## src/rtl/store_commit_queue.sv

```systemverilog
// Post-retirement store queue: buffers retired stores and issues them in order to the DCache,
// one outstanding request at a time, with a zero-latency load address conflict probe.
module store_commit_queue #(
    parameter int unsigned DEPTH = 8
) (
    input  logic        Clk,
    input  logic        Rest,
    input  logic        RetireStoreAble,
    input  logic [31:0] RetirePAddr,
    input  logic [31:0] RetireData,
    input  logic [1:0]  RetireType,
    output logic        StoreAble,
    output logic [31:0] StoreAddr,
    output logic [31:0] StoreDate,
    output logic [3:0]  StoreMask,
    input  logic        StoreBuzy,
    input  logic        StoreAck,
    input  logic        StoreTrapIn,
    input  logic [31:0] LoadProbeAddr,
    output logic        LoadConflict,
    output logic        StoreFull,
    output logic        QueueEmpty,
    output logic        Overflow,
    output logic        StoreErr
);

    localparam int unsigned AW = $clog2(DEPTH);
    localparam logic [AW:0] FullCnt = (AW + 1)'(DEPTH);

    typedef enum logic [1:0] {StIdle, StReq, StWait} state_e;

    state_e          state_q, state_d;
    logic [AW-1:0]   head_q, head_d, tail_q, tail_d;
    logic [AW:0]     count_q, count_d;
    logic            overflow_q, overflow_d;
    logic            err_q, err_d;

    logic [31:0]     addr_q [DEPTH];
    logic [31:0]     data_q [DEPTH];
    logic [1:0]      type_q [DEPTH];

    logic            pop, push;
    logic            req;
    logic [31:0]     head_addr, head_data;
    logic [1:0]      head_type;

    assign pop  = (state_q == StWait) && StoreAck;
    // A full queue still accepts a store when the head pops in the same cycle.
    assign push = RetireStoreAble && ((count_q != FullCnt) || pop);

    always_comb begin
        head_d     = head_q;
        tail_d     = tail_q;
        count_d    = count_q;
        overflow_d = overflow_q | (RetireStoreAble & ~push);
        err_d      = pop & StoreTrapIn;
        if (push) begin
            tail_d = tail_q + AW'(1);
        end
        if (pop) begin
            head_d = head_q + AW'(1);
        end
        unique case ({push, pop})
            2'b10:   count_d = count_q + (AW + 1)'(1);
            2'b01:   count_d = count_q - (AW + 1)'(1);
            default: count_d = count_q;
        endcase
    end

    always_comb begin
        state_d = state_q;
        unique case (state_q)
            StIdle: if ((count_q != '0) || push) state_d = StReq;
            StReq:  if (!StoreBuzy) state_d = StWait;
            StWait: if (StoreAck) state_d = (count_d != '0) ? StReq : StIdle;
            default: state_d = StIdle;
        endcase
    end

    always_ff @(posedge Clk) begin
        if (Rest) begin
            state_q    <= StIdle;
            head_q     <= '0;
            tail_q     <= '0;
            count_q    <= '0;
            overflow_q <= 1'b0;
            err_q      <= 1'b0;
        end else begin
            state_q    <= state_d;
            head_q     <= head_d;
            tail_q     <= tail_d;
            count_q    <= count_d;
            overflow_q <= overflow_d;
            err_q      <= err_d;
        end
    end

    // Entry storage needs no reset; validity is derived from head and count.
    always_ff @(posedge Clk) begin
        if (!Rest && push) begin
            addr_q[tail_q] <= RetirePAddr;
            data_q[tail_q] <= RetireData;
            type_q[tail_q] <= RetireType;
        end
    end

    assign head_addr = addr_q[head_q];
    assign head_data = data_q[head_q];
    assign head_type = type_q[head_q];
    assign req       = (state_q == StReq);

    always_comb begin
        StoreAddr = '0;
        StoreDate = '0;
        StoreMask = '0;
        if (req) begin
            StoreAddr = {head_addr[31:2], 2'b00};
            case (head_type)
                2'd0: begin
                    StoreDate = {4{head_data[7:0]}};
                    StoreMask = 4'b0001 << head_addr[1:0];
                end
                2'd1: begin
                    StoreDate = {2{head_data[15:0]}};
                    StoreMask = 4'b0011 << {head_addr[1], 1'b0};
                end
                2'd2: begin
                    StoreDate = head_data;
                    StoreMask = 4'b1111;
                end
                default: begin
                    StoreDate = head_data;
                    StoreMask = 4'b0000;
                end
            endcase
        end
    end

    // Entry i is valid when its distance from head is below count.
    always_comb begin
        LoadConflict = 1'b0;
        for (int unsigned i = 0; i < DEPTH; i++) begin
            if (({1'b0, AW'(i) - head_q} < count_q) &&
                (addr_q[i][31:2] == LoadProbeAddr[31:2])) begin
                LoadConflict = 1'b1;
            end
        end
    end

    assign StoreAble  = req;
    assign StoreFull  = (count_q == FullCnt);
    assign QueueEmpty = (count_q == '0);
    assign Overflow   = overflow_q;
    assign StoreErr   = err_q;

endmodule
```

## config.mk

```make
export PLATFORM = sky130hd
export DESIGN_NAME = store_commit_queue
export DESIGN_NICKNAME = d
export VERILOG_FILES = /design/src/rtl/store_commit_queue.sv
export SDC_FILE = /design/constraint.sdc
export NUM_CORES = 1
export LEC_CHECK = 0
export BUFFER_PORTS_ARGS = -buffer_cell sky130_fd_sc_hd__buf_4
export CORE_MARGIN = 2
export CORE_UTILIZATION = 30
export DETAILED_ROUTE_END_ITERATION = 16
export GPL_TIMING_DRIVEN = 0
export PLACE_DENSITY = 0.5
export SLEW_MARGIN = 40
export SYNTH_ARGS = -nofsm -noshare
export SYNTH_HDL_FRONTEND = slang
export SYNTH_SLANG_ARGS = --single-unit
```

## constraint.sdc

```tcl
create_clock -name Clk -period 10.5 [get_ports Clk]
set_clock_uncertainty 0.2 [all_clocks]
set_input_delay 1.05 -clock Clk [delete_from_list [all_inputs] [get_ports Clk]]
set_output_delay 1.05 -clock Clk [all_outputs]
set_load 0.1 [all_outputs]
```

==> results.cfg, run 1 <==
[worst_setup_path]
reg2reg_depth = 10
critPathRequiredTime_ns = 9.25
cp_max_fo = 8
timing.reg2reg.setup_slack_ns = 7.16
critical_path.cell_chain = buf_2 > xor2_1 > nor4_1 > nand4_1 > nor4_1 > o41ai_1 > nand4b_1 > buf_4
category_of_the_worst_setup_path_capture_point = output port
critical-path-slowest-cell = sky130_fd_sc_hd__nor4_1
critPathMaxStageDelay_ns = 0.80
start_kind = input pin
cpMostUsedCell = sky130_fd_sc_hd__nor4_1
worst-endpoint-arrival_ns = 3.88
criticalPathCategory = input pin to output port

[timing]
timing.final.crit_period_ns = 5.13
timing.slew.headroom = 0.394
holdWs_ns = 0.276
setup-violations-final = 0
worst_slew_pin_slew_ns = 0.901
hold_viol_final = 0
min_period_over_period = 0.489
max_freq_mhz = 195
grt_setup_unrepaired = false
timing_max_transition_violations_final = 0

[global_routing]
grt_first_pass_wirelength_mm = 107
grtUsageTotal = 0.182
gr-usage-met3 = 0.0325
busiest_layer = met2
grt_pass1_vias = 14300
grt.overflow.total = 0
grt.met2_usage = 0.313
antenna_found_initial = 11
global_route_met1_usage = 0.239
largest_net_degree_at_the_start_of_global_routing = 17

[yosys]
mappedNetlistArea_um2 = 24400
synth_sequential_area_ratio = 0.663
synth_top_area_cell = sky130_fd_sc_hd__edfxtp_1
synthesis.yosys.warnings = 0
postSynthAreaPerCell_um2 = 17.4
syn_inst = 1401
ff_latch_count_synth = 545
post_synth_num_cell_types = 51
yosysMostFrequentCell = sky130_fd_sc_hd__edfxtp_1
synth_edf_count = 528
share_of_async_settable_or_async_resettable_flops_after_synthesis = 0
biggest_area_contributors_in_the_synthesized_netlist = sky130_fd_sc_hd__edfxtp_1, sky130_fd_sc_hd__mux4_2, sky130_fd_sc_hd__xor2_1
synthDominantCellAreaShare = 0.649
yosys-top-cells-count = sky130_fd_sc_hd__edfxtp_1, sky130_fd_sc_hd__xor2_1, sky130_fd_sc_hd__mux4_2
synth-main-ff-cell = sky130_fd_sc_hd__edfxtp_1

[cells_and_area]
final_layout_size_suffix_gt1_frac = 0.297
final_net_count = 1789
postLayoutCoreUtil = 0.369
signed_area_change_from_the_synthesized_netlist_to_the_final_layout_pct = 21.8

[drt]
drcViolationCount = 0
post_drt_via_cell_ratio = 4.94
firstDrtPassIters = 5
routed_wirelength_mm = 76.7
vias = 13700
drt_iter0_drc = 1117
drt.antenna.violating_nets = 0
final_routed_wire_length_divided_by_cell_count_um = 27.6

[placed_design]
dp_hpwl_mm = 58.2
io_buffer_count = 142
gp_congestion = 0.888

[cts]
numClockSinks = 545
clk-insertion-delay-late_ns = 0.60
cts-resized-gates = 0
cts.hold.buffers_added = 0
worst_setup_hold_path_clk_slew_ns = 0.06
h_tree_level_count = 2
tritoncts = built
clk_path_buf_depth = 3
cts.repair_timing.setup_buffer_count = 0
cts_inserted_buffers = 59
clockRootBuffer = sky130_fd_sc_hd__clkbuf_16

[pwr]
power.total_mw = 5.15
power_leakage_nw = 9.74
vdd_drop_max_mv = 0.133
power-per-cell-area_nw_per_um2 = 173

[floorplan]
design.die.area_um2 = 83700
core_region_area_um2 = 80500
die_height_um = 289
die_width_um = 289
start_util = 0.303
ios = 178
num_rows = 104

[worst_hold_path]
timing.hold.worst.class = flip-flop to flip-flop
min_path_cells = 2

[run_status]
run_status = finished clean

[job]
drv_cap = 0
-- state kept, by name, summed over array words and instances (netlist names), named ones only --
register and cells:
tail_q 3, Overflow 1, count_q 4, StoreErr 1, type_q 16, state_q 2
addr_q 256, head_q 3, data_q 256
-- cells in the final DEF, fill, tap and decap left out, drive strengths merged, types with 7 or more instances in the layout --
cell type,n
a211oi,11
a21oi,23
a31oi,8
buf,276
clkbuf,91
clkinv,23
dfxtp,17
edfxtp,528
ha,16
inv,23
mux2,11
mux2i,51
mux4,132
nand2,37
nand4,35
nor2,78
nor2b,10
nor3,7
nor4,37
xnor2,115
xor2,136
-- cells by family after synthesis --
family | after synthesis | share of synthesized area
and+or+nand+nor | 221 | 0.0452
adders and majority gates | 16 | 0.00819
xor gates and xnor gates | 251 | 0.0900
muxes | 194 | 0.150
AOI/OAI and AO/OA | 67 | 0.0182
DFF | 545 | 0.663
buffers and inverters | 106 | 0.0251
other | 1 | 0.000154
-- critical path, delay by kind of cell --
family / cells / cell delay, ns
AO/OA/AOI/OAI: 1 / 0.20
XOR/XNOR: 1 / 0.17
buffers and inverters: 2 / 0.54
AND/OR/NAND/NOR: 4 / 1.91
-- stage by stage --
step           setup TNS, ns  worst slack [ns]  std cells  cell area, um2
2_1_floorplan              0              3.43       1402           24400
3_3_place_gp         -351.30             -2.70       2604           26800
3_5_place_dp               0              5.44       2668           27800
4_1_cts                    0              5.44       2778           29700
5_1_grt                    0              5.35       2779           29700
6_report                   0              5.37       2781           29700
-- worst paths after layout --
check,start,to
worst max register to register,count_q[0]$_SDFF_PP0_,data_q[0][16]$_DFFE_PP_
worst max-delay path,LoadProbeAddr[18],LoadConflict
worst min-delay path,Overflow$_SDFF_PP0_,Overflow$_SDFF_PP0_
worst min register to register,Overflow$_SDFF_PP0_,Overflow$_SDFF_PP0_
-- cell type report --
cell class / count / area (um2)
Buffer: 85 / 544
Timing Repair Buffer: 206 / 2020
Fill cell: 7536 / 50800
Antenna cell: 3 / 7.51
Sequential cell: 545 / 16200
Clock inverter: 34 / 328
Multi-Input combinational cell: 751 / 7680
Inverter: 21 / 78.8
Clock buffer: 76 / 1560
Tap cell: 1060 / 1330
-- per-layer routing --
layer  vias to the layer above  wire, um
li1                       6006         -
met1                      7139     31600
met2                       472     38500
met3                       101      4850
met4                         8      1670
met5                         -        53
-- where the power goes --
group	internal (mW)	switching [mW]
sequential	2.42	0.0152
clock	1.17	0.868
combinational	0.181	0.495
Note: power is estimated with default switching activity, not from simulation.
==> inputs of run 2 (changes only) <==
- ABC_AREA: not set -> 1
- PLACE_DENSITY: 0.5 -> 0.52
- clock period: 10.5 -> 4.5 ns (I/O delays scaled with it)
==> run 2 against run 1 <==
The flow now finishes with violations (negative setup slack). Cell count up 40%. Power rose to 2.5 times the previous value. Global-route usage rose by 2.0 points. Worst hold slack got worse by 0.21 ns. Register-to-register slack worse by 6.0 ns. Critical path type is now flip-flop to output port. Highest routed layer unchanged.
==> results.cfg, run 2 <==
[run_status]
run_status = finished with violations
failed_checks = negative setup slack

[global_routing]
busiest_layer = met2
grt.overflow.total = 0
antenna_found_initial = 12
grt.met2_usage = 0.334
global_route_met1_usage = 0.265
grt_pass1_vias = 19800
grtUsageTotal = 0.203
gr-usage-met3 = 0.0357
grt_first_pass_wirelength_mm = 132
largest_net_degree_at_the_start_of_global_routing = 20

[worst_setup_path]
start_kind = flip-flop
critical_path.endpoint = StoreAddr[3]
cp_max_fo = 10
reg2reg_depth = 10
critPathRequiredTime_ns = 3.85
critical_path.cell_chain = inv_2 > buf_2 > clkbuf_1 > o21ai_0 > o22ai_1 > nor2_1 > a311oi_1 > buf_4
criticalPathCategory = flip-flop to output port
critPathMaxStageDelay_ns = 0.77
worstReg2RegStart = state_q[0]$_SDFFE_PP0P_
rr_endpoint = addr_q[1][28]$_DFFE_PP_
timing.reg2reg.setup_slack_ns = 1.17
category_of_the_worst_setup_path_capture_point = output port
worst-endpoint-arrival_ns = 3.86
critical-path-slowest-cell = sky130_fd_sc_hd__a311oi_1

[floorplan]
num_rows = 107
die_width_um = 297
die_height_um = 297
design.die.area_um2 = 88200
core_region_area_um2 = 85100
ios = 178
start_util = 0.302

[drt]
vias = 20000
drt.antenna.violating_nets = 0
final_routed_wire_length_divided_by_cell_count_um = 23.7
routed_wirelength_mm = 92.0
post_drt_via_cell_ratio = 5.14
firstDrtPassIters = 8
drcViolationCount = 0
drt_iter0_drc = 2030

[cells_and_area]
post_layout_instance_count_excluding_filler_cells = 3885
signed_area_change_from_the_synthesized_netlist_to_the_final_layout_pct = 23.3
postLayoutCoreUtil = 0.373
final_net_count = 2812
reg_top3 = addr_q: 256 flops, data_q: 256 flops, type_q: 16 flops
final_cell_mix = sky130_fd_sc_hd__edfxtp_1, sky130_fd_sc_hd__nand2_1, sky130_fd_sc_hd__nor2_1, sky130_fd_sc_hd__o21ai_0, sky130_fd_sc_hd__inv_1
final_layout_size_suffix_gt1_frac = 0.170
layout_commonest_cell = sky130_fd_sc_hd__edfxtp_1

[pwr]
vdd_drop_max_mv = 0.341
power-per-cell-area_nw_per_um2 = 412
power.total_mw = 13.1
power_leakage_nw = 11.8

[timing]
timing.final.crit_period_ns = 4.51
setup_slack_ns = -0.0113
timing_max_transition_violations_final = 0
max_freq_mhz = 222
worst_slew_pin_slew_ns = 0.971
min_period_over_period = 1.00
setup-violations-final = 1
setup_total_negative_slack_ns = -0.0113
timing.slew.headroom = 0.348
hold_viol_final = 0
grt_setup_unrepaired = false

[yosys]
share_of_async_settable_or_async_resettable_flops_after_synthesis = 0
yosys-top-cells-count = sky130_fd_sc_hd__edfxtp_1, sky130_fd_sc_hd__nand2_1, sky130_fd_sc_hd__nor2_1
postSynthAreaPerCell_um2 = 10.8
synth_edf_count = 528
synthesis.yosys.warnings = 0
syn_inst = 2378
mappedNetlistArea_um2 = 25700
biggest_area_contributors_in_the_synthesized_netlist = sky130_fd_sc_hd__edfxtp_1, sky130_fd_sc_hd__nand2_1, sky130_fd_sc_hd__o21ai_0
synth-main-ff-cell = sky130_fd_sc_hd__edfxtp_1
post_synth_num_cell_types = 55
synth_sequential_area_ratio = 0.629
synthDominantCellAreaShare = 0.616
ff_latch_count_synth = 545
yosysMostFrequentCell = sky130_fd_sc_hd__edfxtp_1
synth_top_area_cell = sky130_fd_sc_hd__edfxtp_1

[cts]
cts_inserted_buffers = 58
numClockSinks = 545
worst_setup_hold_path_clk_slew_ns = 0.06
clk_path_buf_depth = 3
h_tree_level_count = 2
clk-insertion-delay-late_ns = 0.63
clockRootBuffer = sky130_fd_sc_hd__clkbuf_16
tritoncts = built

[job]
drv_cap = 0

[placed_design]
gp_congestion = 0.878
io_buffer_count = 142
dp_hpwl_mm = 66.3
dpl.cell_count = 3707

[worst_hold_path]
timing.hold.worst.class = input pin to flip-flop
## run 2: cell type report
| class | instances | area (um2) |
|---|---|---|
| Antenna cell | 2 | 5.00 |
| Buffer | 142 | 825 |
| Clock buffer | 69 | 1510 |
| Clock inverter | 38 | 330 |
| Fill cell | 8382 | 53400 |
| Inverter | 167 | 636 |
| Multi-Input combinational cell | 1524 | 8160 |
| Sequential cell | 545 | 16200 |
| Tap cell | 1144 | 1430 |
| Timing Repair Buffer | 254 | 2660 |
## run 2: worst min-delay path by stage
stage,from,slack [ns],to,depth (start not counted)
2_1_floorplan,count_q[2]$_SDFF_PP0_,0.28,count_q[2]$_SDFF_PP0_,2
3_3_place_gp,Overflow$_SDFF_PP0_,0.24,Overflow$_SDFF_PP0_,2
3_5_place_dp,Overflow$_SDFF_PP0_,0.26,Overflow$_SDFF_PP0_,2
4_1_cts,StoreAck,0.04,StoreErr$_SDFF_PP0_,3
5_1_grt,StoreAck,0.09,StoreErr$_SDFF_PP0_,3
6_report,StoreAck,0.06,StoreErr$_SDFF_PP0_,3
## run 2: where the power goes
group | switching (mW) | total [mW] | internal, mW
Combinational | 2.00 | 2.67 | 0.668
Sequential | 0.0409 | 5.69 | 5.65
Clock | 2.05 | 4.73 | 2.68
Total | 4.09 | 13.1 | 9.00
## run 2: per-layer routing
metal | wire length (um) | share of wire
met5 | 71 | 0.00077
met4 | 3650 | 0.040
met3 | 6840 | 0.074
met2 | 43100 | 0.47
met1 | 38300 | 0.42
## run 2: kinds of logic (layout without fill, tap and decap cells)
logic type,count (synthesis),after routing,share of synthesized area
simple gates,836,836,0.138
flops,545,545,0.629
fa+ha+maj,16,16,0.00777
other cells,1,4,0.000146
xor+xnor,142,142,0.0483
buf+inv,310,670,0.0566
compound gates,528,528,0.120
## run 2: repair_timing
item | 4_1_cts | 5_1_grt
buffers inserted | 0 | 0
hold buffers | 70 | 0
gates resized for setup | 0 | 2
setup endpoints to repair | 1 | 1
hold endpoints to repair | 533 | 0
## run 2: critical path, delay by kind of cell, from the launching register on
family	cells	cell delay, ns
buffers and inverters	4	1.65
AND/OR/NAND/NOR	1	0.06
flip-flops	1	0.36
AO/OA/AOI/OAI	3	1.14
## run 2: metrics by stage
| step | setup slack, ns | hold WS, ns | instance area (um2) |
|---|---|---|---|
| final | -0.0113 | 0.0633 | 31800 |
| after global routing | 0.0117 | 0.0889 | 31800 |
| after floorplan | -0.101 | 0.279 | 25800 |
| after global placement | -4.00 | 0.242 | 28300 |
| after detailed placement | 0.666 | 0.258 | 29200 |
| after CTS | 0.0182 | 0.0396 | 31800 |
==> inputs of run 3 (changes only) <==
- ABC_AREA: 1 -> not set
==> run 3 against run 2 <==
Non-clock buffer count fell by 43. Power fell by 7.3%. First-iteration DRC count fell by 34%. Clock power rose by 1%. Fmax rose by 7.8%. Die area fell by 5.1%. Register-to-register slack got worse by 0.04 ns. The flow now finishes without violations. Cell count fell by 27%. Utilization rose by 0.65 points. Critical path depth fell by 1. Via count fell by 29%. Combinational power fell by 38%.
==> results.cfg, run 3 (same netlist as run 1, synthesis figures left out) <==
[drt]
post_drt_via_cell_ratio = 4.96
vias = 14100
routed_wirelength_mm = 75.9
final_routed_wire_length_divided_by_cell_count_um = 26.7
drt_iter0_drc = 1330
drcViolationCount = 0
drt.antenna.violating_nets = 0
firstDrtPassIters = 6

[timing]
max_freq_mhz = 239
timing_max_transition_violations_final = 0
holdWs_ns = 0.0205
worst_slew_pin_slew_ns = 0.917
setup-violations-final = 0
timing.final.crit_period_ns = 4.18
hold_viol_final = 0
min_period_over_period = 0.930
timing.slew.headroom = 0.388
grt_setup_unrepaired = false

[global_routing]
grt_pass1_vias = 14700
grt.overflow.total = 0
grtUsageTotal = 0.181
grt_first_pass_wirelength_mm = 108
largest_net_degree_at_the_start_of_global_routing = 17
antenna_found_initial = 11

[cts]
h_tree_level_count = 2
clockRootBuffer = sky130_fd_sc_hd__clkbuf_16
tritoncts = built
cts_inserted_buffers = 59
cts.repair_timing.setup_buffer_count = 0
clk_path_buf_depth = 3
worst_setup_hold_path_clk_slew_ns = 0.06
numClockSinks = 545
clk-insertion-delay-late_ns = 0.62

[placed_design]
post_dp_cell_area_um2 = 27900
io_buffer_count = 142
dp_hpwl_mm = 57.4
gp_congestion = 0.936

[worst_setup_path]
worstReg2RegStart = count_q[0]$_SDFF_PP0_
worst-endpoint-arrival_ns = 3.53
cp_max_fo = 2
timing.reg2reg.setup_slack_ns = 1.13
critPathRequiredTime_ns = 3.85
start_kind = flip-flop
category_of_the_worst_setup_path_capture_point = output port
reg2reg_depth = 11
rr_endpoint = data_q[2][20]$_DFFE_PP_
criticalPathCategory = flip-flop to output port
crit_start = addr_q[1][15]$_DFFE_PP_

[cells_and_area]
layout_commonest_cell = sky130_fd_sc_hd__edfxtp_1
final_cell_mix = sky130_fd_sc_hd__edfxtp_1, sky130_fd_sc_hd__buf_4, sky130_fd_sc_hd__xor2_1, sky130_fd_sc_hd__mux4_2, sky130_fd_sc_hd__xnor2_1
reg_top3 = addr_q: 256 flops, data_q: 256 flops, type_q: 16 flops
final_layout_size_suffix_gt1_frac = 0.281
signed_area_change_from_the_synthesized_netlist_to_the_final_layout_pct = 25.1
final_net_count = 1851
postLayoutCoreUtil = 0.379
final_cell_area_um2 = 30600

[floorplan]
core_region_area_um2 = 80500
start_util = 0.303
num_rows = 104
die_width_um = 289
die_height_um = 289
ios = 178
design.die.area_um2 = 83700

[pwr]
power-per-cell-area_nw_per_um2 = 397
power_leakage_nw = 10.0
vdd_drop_max_mv = 0.329

[worst_hold_path]
timing.hold.worst.class = input pin to flip-flop
worstHoldStart = Rest
min_path_cells = 2

[run_status]
run_status = finished clean

[job]
drv_cap = 0
## run 3: changes by cell type in the layout (fill, tap and decap cells not counted), sizes merged, moves of 74 or more
cell,change
inv,-145
o21ai,-240
a21oi,-133
nor2,-163
mux4,+132
nand3,-74
nand2,-372
## run 3: critical path, stage by stage (launching register included)
cell and delay [ns]:
sky130_fd_sc_hd__edfxtp_1 0.40, sky130_fd_sc_hd__xor2_1 0.21, sky130_fd_sc_hd__nor4_1 0.69, sky130_fd_sc_hd__nand4_1 0.46
sky130_fd_sc_hd__a2111oi_0 0.48, sky130_fd_sc_hd__a2111oi_0 0.13, sky130_fd_sc_hd__nand4b_1 0.21, sky130_fd_sc_hd__buf_4 0.32
## run 3: metrics by stage
stage	setup TNS (ns)	total power, mW	cells	worst slack (ns)
2_1_floorplan	-60.50	6.84	1402	-0.251
3_3_place_gp	-2091.85	7.35	2604	-4.37
3_5_place_dp	0	7.39	2659	0.693
4_1_cts	0	12.2	2841	0.0317
5_1_grt	0	12.5	2844	0.212
6_report	0	12.1	2845	0.316
## run 3: worst max-delay path by stage
stage / slack [ns] / cells past startpoint / to
finish: 0.32 / 7 / LoadConflict
floorplan: -0.25 / 6 / addr_q[6][0]$_DFFE_PP_
global placement: -4.37 / 5 / data_q[2][18]$_DFFE_PP_
detailed placement: 0.69 / 8 / StoreAddr[31]
global route: 0.21 / 7 / LoadConflict
CTS: 0.03 / 8 / StoreAddr[31]
## run 3: power by group
group	switching (mW)	internal, mW	leakage (nW)
logic	1.17	0.472	4.19
registers	0.0361	5.65	4.91
clock network	2.05	2.75	0.930
## run 3: layer usage
metal | share of wire | routed length, um | global-route usage
met1 | 0.43 | 32300 | 0.244
met2 | 0.49 | 36900 | 0.304
met3 | 0.063 | 4780 | 0.0301
met4 | 0.025 | 1890 | 0.0482
met5 | 0.00075 | 57 | 0
## run 3: cell type report
type                    count  area [um2]
diodes                      4        10.0
plain buffers              85         544
clock buffers              71        1520
clock inverters            40         378
fillers                  7534       50000
inverters                  21        78.8
multi-input cells         751        7700
flip-flops and latches    545       16200
well taps                1060        1330
repair buffers            268        2820
## run 3: what timing repair did
action,4_1_cts,5_1_grt
gates resized for setup,0,1
setup endpoints to repair,0,1
hold buffers,71,0
hold endpoints to repair,531,0
